## src/rtl/regfile_dump_uart_if.sv

```systemverilog
// Debug-dump bus: request/snapshot in, serial line and status out.
interface regfile_dump_uart_if;
  logic         dumpReq;
  logic [175:0] regSnapshot;
  logic         txd;
  logic         busy;
  logic         done;

  // Requester side (drives the request and snapshot, watches the line)
  modport master (
    output dumpReq,
    output regSnapshot,
    input  txd,
    input  busy,
    input  done
  );

  // Dumper side
  modport slave (
    input  dumpReq,
    input  regSnapshot,
    output txd,
    output busy,
    output done
  );
endinterface

```

## src/rtl/regfile_dump_uart.sv

```systemverilog
// Serialises a 176-bit register-file snapshot as a 24-byte 8N1 UART frame:
// header, R0..T big-endian per register, then XOR of the 22 data bytes.
module regfile_dump_uart #(
  parameter int          CLKS_PER_BIT = 96,
  parameter logic [7:0]  HEADER       = 8'hA5
) (
  input logic               CLK,
  input logic               RST,
  regfile_dump_uart_if.slave bus
);

  localparam int CNT_W = (CLKS_PER_BIT > 1) ? $clog2(CLKS_PER_BIT) : 1;
  localparam logic [CNT_W-1:0] CNT_MAX = CNT_W'(CLKS_PER_BIT - 1);
  localparam logic [4:0] LAST_BYTE = 5'd23;

  typedef enum logic [1:0] {IDLE, START, DATA, STOP} state_t;

  state_t           state;
  logic [CNT_W-1:0] cnt;
  logic [2:0]       bit_idx;
  logic [4:0]       byte_idx;
  logic [175:0]     shadow;
  logic [7:0]       checksum;
  logic [7:0]       cur_byte;
  logic [4:0]       reg_sel;
  logic [2:0]       next_bit;

  assign next_bit = bit_idx + 3'd1;
  assign reg_sel  = byte_idx - 5'd1;

  // Byte currently on the wire; checksum is recomputed from the frozen shadow
  always_comb begin
    checksum = 8'h00;
    for (int k = 0; k < 22; k++) checksum = checksum ^ shadow[175 - 8*k -: 8];
    cur_byte = 8'h00;
    if (byte_idx == 5'd0)           cur_byte = HEADER;
    else if (byte_idx == LAST_BYTE) cur_byte = checksum;
    else if (reg_sel < 5'd22)       cur_byte = shadow[175 - 8*int'(reg_sel) -: 8];
  end

  // Frame FSM; txd/busy/done are registered so the line is glitch-free
  always_ff @(posedge CLK) begin
    if (RST) begin
      state    <= IDLE;
      cnt      <= '0;
      bit_idx  <= 3'd0;
      byte_idx <= 5'd0;
      shadow   <= '0;
      bus.txd  <= 1'b1;
      bus.busy <= 1'b0;
      bus.done <= 1'b0;
    end else begin
      bus.done <= 1'b0;
      case (state)
        IDLE: begin
          bus.txd  <= 1'b1;
          bus.busy <= 1'b0;
          cnt      <= '0;
          bit_idx  <= 3'd0;
          byte_idx <= 5'd0;
          if (bus.dumpReq) begin
            shadow   <= bus.regSnapshot;
            state    <= START;
            bus.txd  <= 1'b0;
            bus.busy <= 1'b1;
          end
        end

        START: begin
          if (cnt == CNT_MAX) begin
            cnt     <= '0;
            bit_idx <= 3'd0;
            state   <= DATA;
            bus.txd <= cur_byte[0];
          end else begin
            cnt <= cnt + CNT_W'(1);
          end
        end

        DATA: begin
          if (cnt == CNT_MAX) begin
            cnt <= '0;
            if (bit_idx == 3'd7) begin
              state   <= STOP;
              bus.txd <= 1'b1;
            end else begin
              bit_idx <= next_bit;
              bus.txd <= cur_byte[next_bit];
            end
          end else begin
            cnt <= cnt + CNT_W'(1);
          end
        end

        STOP: begin
          if (cnt == CNT_MAX) begin
            cnt <= '0;
            if (byte_idx == LAST_BYTE) begin
              // Done cycle doubles as the one mandatory idle gap
              state    <= IDLE;
              byte_idx <= 5'd0;
              bus.busy <= 1'b0;
              bus.done <= 1'b1;
            end else begin
              byte_idx <= byte_idx + 5'd1;
              state    <= START;
              bus.txd  <= 1'b0;
            end
          end else begin
            cnt <= cnt + CNT_W'(1);
          end
        end

        default: state <= IDLE;
      endcase
    end
  end

endmodule
```

## src/flat_wrapper.sv

```systemverilog
// flat-port wrapper written by rule: the top's interface ports become plain ports
module regfile_dump_uart_flat 
#(
  parameter int          CLKS_PER_BIT = 96,
  parameter logic [7:0]  HEADER       = 8'hA5
)
  (CLK, RST, bus_dumpReq, bus_regSnapshot, bus_txd, bus_busy, bus_done);
  regfile_dump_uart_if bus_i ();
  input logic CLK;
  input logic RST;
  input wire logic [$bits(bus_i.dumpReq)-1:0] bus_dumpReq;
  input wire logic [$bits(bus_i.regSnapshot)-1:0] bus_regSnapshot;
  output wire logic [$bits(bus_i.txd)-1:0] bus_txd;
  output wire logic [$bits(bus_i.busy)-1:0] bus_busy;
  output wire logic [$bits(bus_i.done)-1:0] bus_done;
  assign bus_i.dumpReq = bus_dumpReq;
  assign bus_i.regSnapshot = bus_regSnapshot;
  assign bus_txd = bus_i.txd;
  assign bus_busy = bus_i.busy;
  assign bus_done = bus_i.done;
  regfile_dump_uart #(.CLKS_PER_BIT(CLKS_PER_BIT), .HEADER(HEADER)) u_core (.CLK(CLK), .RST(RST), .bus(bus_i));
endmodule
```

## config.mk

```make
export PLATFORM = sky130hd
export DESIGN_NAME = regfile_dump_uart_flat
export DESIGN_NICKNAME = d
export VERILOG_FILES = /design/src/rtl/regfile_dump_uart_if.sv /design/src/rtl/regfile_dump_uart.sv /design/src/flat_wrapper.sv
export SDC_FILE = /design/constraint.sdc
export NUM_CORES = 1
export LEC_CHECK = 0
export ABC_AREA = 0
export BUFFER_PORTS_ARGS = -buffer_cell sky130_fd_sc_hd__buf_2
export CAP_MARGIN = 20
export CORE_UTILIZATION = 57
export DETAILED_ROUTE_END_ITERATION = 10
export PLACE_DENSITY = 0.81
export SLEW_MARGIN = 20
export SYNTH_ARGS = -nofsm -noshare
export SYNTH_HDL_FRONTEND = slang
export SYNTH_SLANG_ARGS = --single-unit
```

## constraint.sdc

```tcl
create_clock -name CLK -period 4.7 [get_ports CLK]
set_clock_uncertainty 0.1 [all_clocks]
set_input_delay 0.94 -clock CLK [delete_from_list [all_inputs] [get_ports CLK]]
set_output_delay 0.94 -clock CLK [all_outputs]
set_load 0.02 [all_outputs]
```

Word level (Yosys, flattened, before mapping):

Index checks and enable logic that the tools add are counted.

* input port bits: 179
* bits in registers: 196
* word-level logic and storage cells: 98
* output and inout port bits: 3

* shift-type cells: 1
* bitwise gates (word level): 23
* reduce and logical (&&, ||, !) cells: 12
* equality and inequality tests: 14
* magnitude comparators: 2
* add/sub/neg operators: 5
* muxes and demuxes: 33

Operator list (number)
* indexed part select 183 x 32 -> 8 bit: 1
* XOR 8 bit: 21
* two-way mux 8 bit: 3
* case mux 7 bit (2 select lines): 1
* two-way mux 1 bit: 12
* two-way mux 2 bit: 5
* two-way mux 5 bit: 2
* != test 2 x 1 -> 1 bit (second input constant): 5
* case mux 5 bit (2 select lines): 1
* two-way mux 3 bit: 3
* case mux 3 bit (3 select lines): 1
* subtractor 8 x 8 -> 9 bit (first input constant): 1
* case mux 2 bit (4 select lines): 1
* AND reduction 4 bit: 2
* adder 7 x 1 -> 7 bit (second input constant): 1
* equality test 7 bit (second input constant): 1
* two-way mux 7 bit: 1
* != test 2 bit (second input constant): 3
* OR reduction 3 bit: 2
* adder 5 x 1 -> 5 bit (second input constant): 1
* equality test 5 bit (second input constant): 1
* logical NOT 5 bit: 1
* < comparator 5 bit (second input constant): 1
* AND reduction 5 bit: 1
* 15 further kinds: 18

Logic depth before layout (Yosys ltp):

Gate-level depths: netlist (run 1).

* word-level depth: 28
* gate-level depth with buffers: 18

Worst setup path before layout (run 1):

OpenSTA, ideal clock, no wires.

* path kind: flip-flop to flip-flop
* from: register u_core.byte_idx[0]
* to: register u_core.bus.txd
* setup time: 0.114 ns
* clock period less this slack: 4.018 ns
* cell stages (with the launch flop): 17
* arrival time: 3.804 ns
* buffers on the path: 5
* setup slack: 0.682 ns
* cells stage by stage: dfxtp_1 > buf_6 > buf_2 > buf_2 > inv_1 > ha_1 > clkbuf_1 > inv_1 > ha_1 > buf_1 > mux4_2 > a22oi_1 > o21bai_1 > or4_1 > a21oi_1 > o22ai_1 > a21o_1

* word-level cells in the longest chain between the ends: 11

Ends and longest elaborated chain
* start: declaration: line regfile_dump_uart.sv:21 `logic [4:0] byte_idx;`
* start signal: assignment: line regfile_dump_uart.sv:105 `byte_idx <= byte_idx + 5'd1;`
* subtractor 5 x 1 -> 5 bit: line regfile_dump_uart.sv:29 `assign reg_sel = byte_idx - 5'd1;`
* subtractor 8 x 8 -> 9 bit: line regfile_dump_uart.sv:38 `else if (reg_sel < 5'd22) cur_byte = shadow[175 - 8*int'(reg_sel) -: 8];`
* indexed part select 183 x 32 -> 8 bit: line regfile_dump_uart.sv:38
* two-way mux 8 bit: line regfile_dump_uart.sv:38
* two-way mux 8 bit: line regfile_dump_uart.sv:37 `else if (byte_idx == LAST_BYTE) cur_byte = checksum;`
* two-way mux 8 bit: line regfile_dump_uart.sv:36 `if (byte_idx == 5'd0) cur_byte = HEADER;`
* binary-select mux 1 bit (select 3 bit): line regfile_dump_uart.sv:88 `bus.txd <= cur_byte[next_bit];`
* two-way mux 1 bit (not written as such): line regfile_dump_uart.sv:88
* two-way mux 1 bit: line regfile_dump_uart.sv:83 `if (bit_idx == 3'd7) begin`
* two-way mux 1 bit: line regfile_dump_uart.sv:81 `if (cnt == CNT_MAX) begin`
* case mux 1 bit (4 select lines): line regfile_dump_uart.sv:54 `case (state)`
* end signal: assignment: line regfile_dump_uart.sv:74 `bus.txd <= cur_byte[0];`
* end signal: assignment: line regfile_dump_uart.sv:88
* end: declaration: line regfile_dump_uart_if.sv:22 `output txd,`

Several ways; a longest one is shown, not always the timed one. The select of a mux whose other input is x is not followed.
A chain may end at the register's enable or synchronous reset.

Worst setup path in the final report (run 1):

* from: register u_core.byte_idx[1]
* to: register u_core.bus.txd

The elaborated chain is that of the path after synthesis.

==> results of run 1 <==
[kinds of logic (layout without fill, tap and decap cells)]
family                   count (synthesis)  in the layout  synth area share, %
AND/OR/NAND/NOR                        432            432                 16.9
AO/OA/AOI/OAI                          246            246                 13.3
flip-flops                             196            196                 38.1
XOR/XNOR                               175            175                 15.3
buffers and inverters                   89            232                 3.47
multiplexers                            63             63                 11.6
adder cells (fa/ha/maj)                 12             12                 1.46
[worst max path at each step]
stage | startpoint | to | slack (ns) | depth (start not counted)
2_1_floorplan | u_core.byte_idx[0]$_SDFFE_PP0P_ | u_core.bus.txd$_SDFFE_PP1P_ | 0.68 | 16
3_3_place_gp | u_core.byte_idx[1]$_SDFFE_PP0P_ | u_core.bus.txd$_SDFFE_PP1P_ | 1.12 | 13
3_5_place_dp | u_core.byte_idx[1]$_SDFFE_PP0P_ | u_core.bus.txd$_SDFFE_PP1P_ | 1.02 | 13
4_1_cts | u_core.byte_idx[1]$_SDFFE_PP0P_ | u_core.bus.txd$_SDFFE_PP1P_ | 1.00 | 13
5_1_grt | u_core.byte_idx[1]$_SDFFE_PP0P_ | u_core.bus.txd$_SDFFE_PP1P_ | 0.71 | 13
6_report | u_core.byte_idx[1]$_SDFFE_PP0P_ | u_core.bus.txd$_SDFFE_PP1P_ | 0.98 | 13
[synthesized netlist by cell type, types with 3 or more instances]
cell type / instances / area share, %
mux4_2: 44 / 9.6
a21oi_1: 192 / 9.3
dfxtp_1: 196 / 38
nand3_1: 7 / 0.34
buf_1: 5 / 0.18
o21ai_0: 11 / 0.53
xnor2_1: 155 / 13
a22oi_1: 8 / 0.58
xor2_1: 17 / 1.4
o211ai_1: 3 / 0.22
or3_1: 4 / 0.24
nand2_1: 362 / 13
and3_1: 4 / 0.24
buf_2: 7 / 0.34
a21boi_0: 3 / 0.22
nor2b_1: 4 / 0.24
mux2_2: 11 / 1.2
a211oi_1: 3 / 0.22
clkbuf_1: 65 / 2.4
nor2_1: 27 / 0.98
inv_1: 9 / 0.33
mux2i_1: 8 / 0.78
nor3_1: 9 / 0.44
xnor3_1: 3 / 0.66
ha_1: 12 / 1.5
[power breakdown]
part           switching, mW  internal, mW
Combinational           1.42          1.27
Clock                  0.709         0.864
Sequential             0.353          1.96
[stage by stage]
| stage | util [%] | std cells | total power, mW |
|---|---|---|---|
| 6_report | 68.3 | 1581 | 6.58 |
| 4_1_cts | 68.3 | 1581 | 6.57 |
| 3_3_place_gp | 64.6 | 1549 | 4.93 |
| 2_1_floorplan | - | 1213 | 4.33 |
| 3_5_place_dp | 64.6 | 1549 | 4.99 |
| 5_1_grt | 68.3 | 1581 | 6.92 |
[flip-flops by register name, indices dropped and copies added (netlist names)]
signal and count:
u_core.bit_idx 3, u_core.cnt 7, u_core.byte_idx 5, u_core.state 2
u_core.bus.busy 1, u_core.bus.done 1, u_core.bus.txd 1, u_core.shadow 176
[final cells by class]
| class | count | area, um^2 |
|---|---|---|
| Clock buffer | 17 | 425 |
| Clock inverter | 15 | 214 |
| Fill cell | 1381 | 5540 |
| Inverter | 9 | 33.8 |
| Multi-Input combinational cell | 928 | 6040 |
| Sequential cell | 196 | 3930 |
| Tap cell | 225 | 282 |
| Timing Repair Buffer | 191 | 1010 |
[metal layers]
metal | vias to the layer above | wire length (um) | global-route usage [%]
met5 | - | 0 | 0
met4 | 0 | 737 | 11.8
met3 | 51 | 2370 | 5.97
met2 | 357 | 12700 | 46.3
met1 | 4261 | 12000 | 42.6
li1 | 4342 | - | -
==> impl_metrics.tcl, run 1 <==
set metrics [dict create \
    synth_seq_cells 196 \
    numClockSinks 196 \
    final_area_mm2 0.0119 \
    ys_seq_area_share_pct 38.1 \
    cts_root_buf "clkbuf_16" \
    whs_path_depth 1 \
    grt_pass1_wl_mm 42.6 \
    yosys.cell_types.count 59 \
    synth_cells 1213 \
    layout_commonest_cell "nand2_1" \
    ir_drop_mv 0.870 \
    holdCritPathClass "register to register" \
    hold_buffers 0 \
    diodes 0 \
    timing.rr.end "u_core.bus.txd$_SDFFE_PP1P_" \
    synthArstFlopShare_pct 0 \
    rows 48 \
    grt_max_degree 178 \
    max_stage_delay_ns 0.76 \
    cp_num_buf_inv 2 \
    cts_tree "done" \
    cts_resized 0 \
    drc 0 \
    syn_area_mm2 0.0103 \
    dieHeight_um 136 \
    critPathArrivalTime_ns 3.97 \
    post-place-ws_ns 1.02 \
    route.vias.total 9011 \
    hold_end "u_core.cnt[0]$_SDFF_PP0_" \
    pin_count 182 \
    drt-pass1-iter-count 5 \
    fin_ws_ns 0.975 \
    gp_congestion 0.892 \
    wirelength_mm 27.7 \
    p_per_area_mw_per_mm2 552 \
    initial_core_util_pct 59.0 \
    finalCriticalPeriod_ns 3.72 \
    core_mm2 0.0175 \
    syn_area_per_cell_um2 8.50 \
    worstSkewPairLatency_ns 0.44 \
    start_kind "register" \
    worst_pin_slew_ns 0.994 \
    grt_pass1_vias 8124 \
    globalRouteOverflowTotal 0 \
    hold_viol 0 \
    cts_max_level 4 \
    grt_usage_pct 30.5 \
    routedWlPerCell_um 17.6 \
    r2r_cells 13 \
    port_buffers 181 \
    numCtsBuffers 17 \
    setup_tns_ns 0 \
    postCtsSetupBuffers 0 \
    holdWs_ns 0.347 \
    postPlaceCellArea_mm2 0.0113 \
    cpLargestDelayFamily "XOR/XNOR gates" \
    path_cells "inv_1, ha_1, xor2_1, ha_1, xnor2_1, xnor2_1, buf_4, mux2_2, o21ai_0, o211ai_1, o211ai_1, o22ai_1, a21o_1" \
    syn_nets 1404 \
    synth_flop_cell "dfxtp_1" \
    final_min_period_over_clock_period_pct 79.3 \
    drtIter0Drc 752 \
    dieWidth_um 136 \
    nets 1534 \
    regToRegStartpoint "u_core.byte_idx[1]$_SDFFE_PP0P_" \
    dieArea_mm2 0.0186 \
    status "finished, final reports clean" \
    synth_edf_count 0 \
    cpMaxStageDelayCell "xnor2_1" \
    slew_headroom_pct 33.7 \
    crit_type "register to register" \
    crit_required_ns 4.94 \
    ant_nets 0 \
    hpwlAfterDp_mm 19.8 \
    fmax_mhz 268 \
    p_leak_nw 4.49 \
    r2r_setup_slack_ns 0.98 \
    vias_per_cell 5.70 \
    ys_warn_count 0 \
    layout_common_cells "nand2_1 (361), dfxtp_1 (195), a21oi_1 (192)" \
    hp-start "u_core.cnt[0]$_SDFF_PP0_" \
    syn_to_final_growth_pct 15.8 \
    grt_antenna_before_repair 0 \
    cp_max_fo 8 \
    clk_pin_slew_ns 0.08 \
    endpoint_kind "register" \
    grt_setup_unrepaired "no" \
    setup_viol 0 \
    slew_violations 0 \
    max-cap-violations 0 \
    drive_gt1_share_pct 21.3 \
    cts_buffer_depth 2 \
]
Power figures use the tool's default switching activity.
==> inputs of run 2 (changes only) <==
--- a/config.mk
+++ b/config.mk
@@ -5,12 +5,12 @@
 export SDC_FILE = /design/constraint.sdc
 export NUM_CORES = 1
 export LEC_CHECK = 0
-export ABC_AREA = 0
+export ABC_AREA = 1
 export BUFFER_PORTS_ARGS = -buffer_cell sky130_fd_sc_hd__buf_2
 export CAP_MARGIN = 20
-export CORE_UTILIZATION = 57
+export CORE_UTILIZATION = 52
 export DETAILED_ROUTE_END_ITERATION = 10
-export PLACE_DENSITY = 0.81
+export PLACE_DENSITY = 0.77
 export SLEW_MARGIN = 20
 export SYNTH_ARGS = -nofsm -noshare
 export SYNTH_HDL_FRONTEND = slang
==> constraint.sdc (replaced) <==
create_clock -name CLK -period 3.3 [get_ports CLK]
set_clock_uncertainty 0.1 [all_clocks]
set_input_delay 0.66 -clock CLK [delete_from_list [all_inputs] [get_ports CLK]]
set_output_delay 0.66 -clock CLK [all_outputs]
set_load 0.02 [all_outputs]
==> impl_metrics.tcl, run 2 <==
set metrics [dict create \
    syn_area_per_cell_um2 6.48 \
    max-cap-violations 0 \
    globalRouteOverflowTotal 0 \
    comb_power_share_pct 53.5 \
    synthMuxAreaShare_pct 0 \
    setup_viol 0 \
    vias_per_cell 5.37 \
    finalCriticalPeriod_ns 3.04 \
    ys_top_cells_by_count "nand2_1 (352), o21ai_0 (283), nor2_1 (232)" \
    worstSkewPairLatency_ns 0.45 \
    grt_pass1_vias 10487 \
    syn_area_mm2 0.0113 \
    endpoint_kind "register" \
    cts_root_buf "clkbuf_16" \
    p_per_area_mw_per_mm2 966 \
    initial_core_util_pct 53.3 \
    layout_commonest_cell "nand2_1" \
    start_kind "register" \
    synth-xor-area-share_pct 7.98 \
    largestRegisters "u_core.shadow (176), u_core.cnt (7), u_core.byte_idx (5)" \
    wirelength_mm 32.7 \
    synth_cells 1742 \
    core_mm2 0.0212 \
    crit_type "register to register" \
    cts_tree "done" \
    hold_viol 0 \
    syn_nets 1933 \
    clk_pin_slew_ns 0.08 \
    synth_seq_cells 196 \
    dieWidth_um 149 \
    synth_compound_area_share_pct 22.2 \
    synth_edf_count 0 \
    clockPowerShare_pct 17.4 \
    whs_path_depth 1 \
    rows 53 \
    drc 0 \
    layout_common_cells "nand2_1 (351), o21ai_0 (283), nor2_1 (231)" \
    postCtsSetupBuffers 0 \
    routedWlPerCell_um 15.2 \
    finalPower_mw 12.5 \
    worst_pin_slew_ns 0.571 \
    grt_usage_pct 29.5 \
    post-place-ws_ns 0.237 \
    p_sw_mw 6.02 \
    nFillCells 1959 \
    p_seq_share_pct 29.2 \
    cts_buffer_depth 2 \
    route.vias.total 11580 \
    largest_register "u_core.shadow" \
    grt_pass1_wl_mm 50.7 \
    dieHeight_um 149 \
    slew_headroom_pct 61.5 \
    port_buffers 181 \
    switching_share_pct 48.0 \
    ant_nets 0 \
    slew_violations 0 \
    synth_top_family_by_area "simple AND/OR/NAND/NOR gates" \
    drt-pass1-iter-count 5 \
    ys_top_cells_by_area "dfxtp_1 (35%), o21ai_0 (13%), nand2_1 (12%), a21oi_1 (7.9%), nor2_1 (7.7%)" \
    yosys.area.top_type "dfxtp_1" \
    numCtsBuffers 17 \
    syn_to_final_growth_pct 15.2 \
    dieArea_mm2 0.0223 \
    synth_most_common_cell "nand2_1" \
    hold_buffers 0 \
    fin_ws_ns 0.257 \
    final_min_period_over_clock_period_pct 92.2 \
    nets 2060 \
    grt_max_degree 126 \
    cp_max_fo 17 \
    grt_antenna_before_repair 0 \
    yosys.cell_types.count 41 \
    cts_max_level 4 \
    setup_tns_ns 0 \
    ys_seq_area_share_pct 34.8 \
    status "finished, final reports clean" \
    holdCritPathClass "register to register" \
    r2r_cells 25 \
    p_int_mw 6.52 \
    synthArstFlopShare_pct 0 \
    p_leak_nw 6.03 \
    numClockSinks 196 \
    synthSimpleGateAreaFrac_pct 23.9 \
    pin_count 182 \
    ys_warn_count 0 \
    drtIter0Drc 811 \
    largest_register_ff_count 176 \
    synth_flop_cell "dfxtp_1" \
    fmax_mhz 329 \
    diodes 0 \
    critPathArrivalTime_ns 3.29 \
    holdWs_ns 0.353 \
    synth_top_cell_area_share_pct 34.8 \
    gp_congestion 0.947 \
    hpwlAfterDp_mm 24.4 \
    drive_gt1_share_pct 13.9 \
    crit_required_ns 3.55 \
    fin_util_pct 61.4 \
    synth_fa_ha_area_share_pct 1.33 \
    ir_drop_mv 0.474 \
]
==> run 2: cell types whose count changed in the layout (fill, tap and decap cells not counted), moves of 44 or more <==
cell / before / now
nand3_1: 7 / 58
xnor2_1: 155 / 60
nor2_1: 26 / 231
inv_1: 9 / 176
mux4_2: 44 / 0
o21ai_0: 11 / 283
==> run 2: area by class of cell <==
type	instances	area [um^2]	share of cell area, %
clock buffers	19	453	3.49
well taps	275	344	2.65
repair buffers	200	1130	8.68
multi-input cells	1271	6290	48.4
inverters	183	692	5.33
clock inverters	13	160	1.23
flip-flops and latches	196	3930	30.2
==> run 2: worst paths after layout <==
check        slack (ns)                             from                     endpoint
max                0.26  u_core.byte_idx[0]$_SDFFE_PP0P_  u_core.bus.txd$_SDFFE_PP1P_
min                0.35         u_core.cnt[0]$_SDFF_PP0_     u_core.cnt[0]$_SDFF_PP0_
min reg2reg        0.35         u_core.cnt[0]$_SDFF_PP0_     u_core.cnt[0]$_SDFF_PP0_
max reg2reg        0.26  u_core.byte_idx[0]$_SDFFE_PP0P_  u_core.bus.txd$_SDFFE_PP1P_
==> run 2: metal layers <==
layer	share of wire, %	GRT usage (%)	wire [um]	up-vias
met3	5.6	4.43	1840	88
met2	48	51.2	15600	431
li1	-	-	-	5858
met5	0	0	0	-
met1	42	35.0	13800	5203
met4	4.4	15.5	1450	0
==> run 2: power groups by stage <==
stage | Sequential (mW) | Combinational (mW) | Clock, mW
floorplan | 3.47 | 5.05 | 0
global placement | 3.66 | 6.37 | 0
detailed placement | 3.68 | 6.54 | 0
CTS | 3.63 | 6.61 | 2.19
global route | 3.73 | 7.54 | 2.29
finish | 3.66 | 6.71 | 2.18
==> run 2: timing repair <==
item                                    CTS  global route
endpoints found under the hold margin     0             0
endpoints found under the setup margin    0             1
gates resized for setup                   0             7
==> run 2: kinds of logic after synthesis <==
logic type | after synthesis
fa+ha+maj | 12
compound gates | 486
buf+inv | 275
xor+xnor | 101
simple gates | 672
flops | 196
==> run 2: through the flow <==
step	cells	area, um^2
after global placement	2125	12300
after floorplan	1742	11300
after CTS	2157	13000
after global routing	2157	13000
final	2157	13000
after detailed placement	2125	12300
==> run 2: critical path, stage by stage (launching register included) <==
cell and delay, ns:
dfxtp_4 0.37, inv_4 0.13, ha_2 0.25, xor2_2 0.24
ha_1 0.31, inv_2 0.11, buf_4 0.23, a21oi_1 0.06
o21ai_0 0.09, nand2_1 0.06, nand2_1 0.06, nand2_1 0.06
nand3_1 0.11, nand2_1 0.06, nand3_1 0.07, nand2_1 0.05
a21oi_1 0.12, nand2_1 0.06, nand2_1 0.05, nand2_1 0.05
nand2_1 0.05, nand2_1 0.05, nand2_1 0.05, nand2_1 0.05
nand2_1 0.06, nand2_1 0.04
==> inputs of run 3 (changes only) <==
--- a/config.mk
+++ b/config.mk
@@ -5,11 +5,11 @@
 export SDC_FILE = /design/constraint.sdc
 export NUM_CORES = 1
 export LEC_CHECK = 0
-export ABC_AREA = 1
 export BUFFER_PORTS_ARGS = -buffer_cell sky130_fd_sc_hd__buf_2
 export CAP_MARGIN = 20
-export CORE_UTILIZATION = 52
+export CORE_UTILIZATION = 51
 export DETAILED_ROUTE_END_ITERATION = 10
+export GPL_ROUTABILITY_DRIVEN = 0
 export PLACE_DENSITY = 0.77
 export SLEW_MARGIN = 20
 export SYNTH_ARGS = -nofsm -noshare
==> impl_metrics.tcl, run 3 (synthesis results as in run 1) <==
set metrics [dict create \
    regToRegStartpoint "u_core.byte_idx[1]$_SDFFE_PP0P_" \
    drive_gt1_share_pct 22.2 \
    routed.top_layer "met4" \
    finalPower_mw 9.13 \
    largestRegisters "u_core.shadow (176), u_core.cnt (7), u_core.byte_idx (5)" \
    setup_viol 0 \
    final_min_period_over_clock_period_pct 98.7 \
    slew_violations 0 \
    largest_register_ff_count 176 \
    grt_usage_pct 27.4 \
    crit_type "register to register" \
    p_per_area_mw_per_mm2 755 \
    dieWidth_um 144 \
    diodes 0 \
    grt_pass1_wl_mm 42.8 \
    wl_met3_mm 2.39 \
    finalCriticalPeriod_ns 3.26 \
    hold_viol 0 \
    endpoint_kind "register" \
    fin_ws_ns 0.0415 \
    globalRouteOverflowTotal 0 \
    port_buffers 181 \
    vias_per_cell 5.54 \
    p_leak_nw 4.52 \
    pin_count 182 \
    crit_start "u_core.byte_idx[1]$_SDFFE_PP0P_" \
    wl_met1_mm 12.2 \
    drc 0 \
    cts_root_buf "clkbuf_16" \
    dieHeight_um 144 \
    largest_register "u_core.shadow" \
    cts_resized 0 \
    ir_drop_mv 0.506 \
    core_mm2 0.0197 \
    critPathArrivalTime_ns 3.48 \
    switching_share_pct 37.4 \
    cts_max_level 4 \
    rows 51 \
    cp_max_fo 10 \
    drtIter0Drc 585 \
    crit_required_ns 3.53 \
    clockPowerShare_pct 21.8 \
    clk_pin_slew_ns 0.07 \
    max_stage_delay_ns 0.51 \
    ant_nets 0 \
    status "finished, final reports clean" \
    layout_common_cells "nand2_1 (361), dfxtp_1 (195), a21oi_1 (192)" \
    hpwlAfterDp_mm 20.5 \
    placed_cells 1597 \
    cpLargestDelayFamily "compound AO/OA/AOI/OAI gates" \
    start_kind "register" \
    max-cap-violations 0 \
    crit_end "u_core.bus.txd$_SDFFE_PP1P_" \
    p_int_mw 5.71 \
    stdcell_count 1628 \
    numClockSinks 196 \
    routedWlPerCell_um 17.0 \
    r2r_cells 12 \
    route.vias.total 9016 \
    grt_pass1_vias 8243 \
    drt-pass1-iter-count 6 \
    cts_tree "done" \
    postCtsSetupBuffers 0 \
    worst_pin_slew_ns 0.687 \
    path_cells "inv_1, ha_4, xor2_4, ha_4, mux4_2, a22oi_1, nor3_1, or3_1, a2bb2oi_1, o32ai_2, a2111oi_2, a21o_1" \
    grt_antenna_before_repair 0 \
    cts_buffer_depth 2 \
    routed-wl-met2_mm 12.4 \
    r2r_setup_slack_ns 0.04 \
    holdCritPathClass "primary input to register" \
    syn_to_final_growth_pct 17.3 \
    p_seq_share_pct 36.4 \
    p_sw_mw 3.42 \
    dieArea_mm2 0.0208 \
    comb_power_share_pct 41.8 \
    grt_max_degree 130 \
    nets 1542 \
    wirelength_mm 27.7 \
    crit_cells 12 \
    slew_headroom_pct 54.2 \
    numCtsBuffers 17 \
    post-place-ws_ns 0.0828 \
    cp_num_buf_inv 1 \
    initial_core_util_pct 52.5 \
    timing.rr.end "u_core.bus.txd$_SDFFE_PP1P_" \
    layout_commonest_cell "nand2_1" \
    fmax_mhz 307 \
    cpMaxStageDelayCell "mux4_2" \
    critPathMostFrequentCell "ha_4" \
    setup_tns_ns 0 \
    hold_buffers 0 \
    worstSkewPairLatency_ns 0.43 \
]
==> run 3: final cells by class <==
type                    instances  area (um^2)
fillers                      1745         7560
multi-input cells             928         6110
flip-flops and latches        196         3930
repair buffers                199         1120
clock buffers                  21          460
well taps                     265          332
clock inverters                10          100
inverters                       9         41.3
==> run 3: worst min-delay path by stage <==
stage | startpoint | endpoint | cells past startpoint
final | bus_regSnapshot[18] | u_core.shadow[18]$_SDFFE_PP0P_ | 3
after global routing | bus_regSnapshot[107] | u_core.shadow[107]$_SDFFE_PP0P_ | 3
after CTS | bus_regSnapshot[124] | u_core.shadow[124]$_SDFFE_PP0P_ | 3
after detailed placement | u_core.cnt[0]$_SDFF_PP0_ | u_core.cnt[0]$_SDFF_PP0_ | 1
after global placement | u_core.cnt[0]$_SDFF_PP0_ | u_core.cnt[0]$_SDFF_PP0_ | 1
after floorplan | u_core.cnt[0]$_SDFF_PP0_ | u_core.cnt[0]$_SDFF_PP0_ | 1
==> run 3: power groups by stage <==
stage	combinational (mW)	sequential, mW	clock [mW]
after floorplan	3.01	3.15	0
after global placement	3.72	3.32	0
after detailed placement	3.77	3.34	0
after CTS	3.80	3.29	2.01
after global routing	4.17	3.35	2.10
final	3.81	3.32	1.99
==> run 3: metrics by stage <==
| step | util, % | hold WS [ns] | cell area, um^2 |
|---|---|---|---|
| global placement | 58.5 | 0.325 | 11500 |
| finish | 61.5 | 0.358 | 12100 |
| floorplan | - | 0.313 | 10400 |
| global route | 61.5 | 0.354 | 12100 |
| CTS | 61.4 | 0.344 | 12100 |
| detailed placement | 58.5 | 0.343 | 11500 |
==> run 3: layer usage <==
metal  vias to the layer above  track usage (%)
met4                         0             10.0
met1                      4234             38.2
met5                         -                0
met3                        49             4.90
li1                       4349                -
met2                       384             42.5
==> run 3: worst reg2reg max path, stage by stage (launching register included) <==
cell and delay [ns]:
dfxtp_1 0.33, inv_1 0.10, ha_4 0.20, xor2_4 0.16
ha_4 0.35, mux4_2 0.51, a22oi_1 0.20, nor3_1 0.08
or3_1 0.38, a2bb2oi_1 0.17, o32ai_2 0.33, a2111oi_2 0.08
a21o_1 0.17
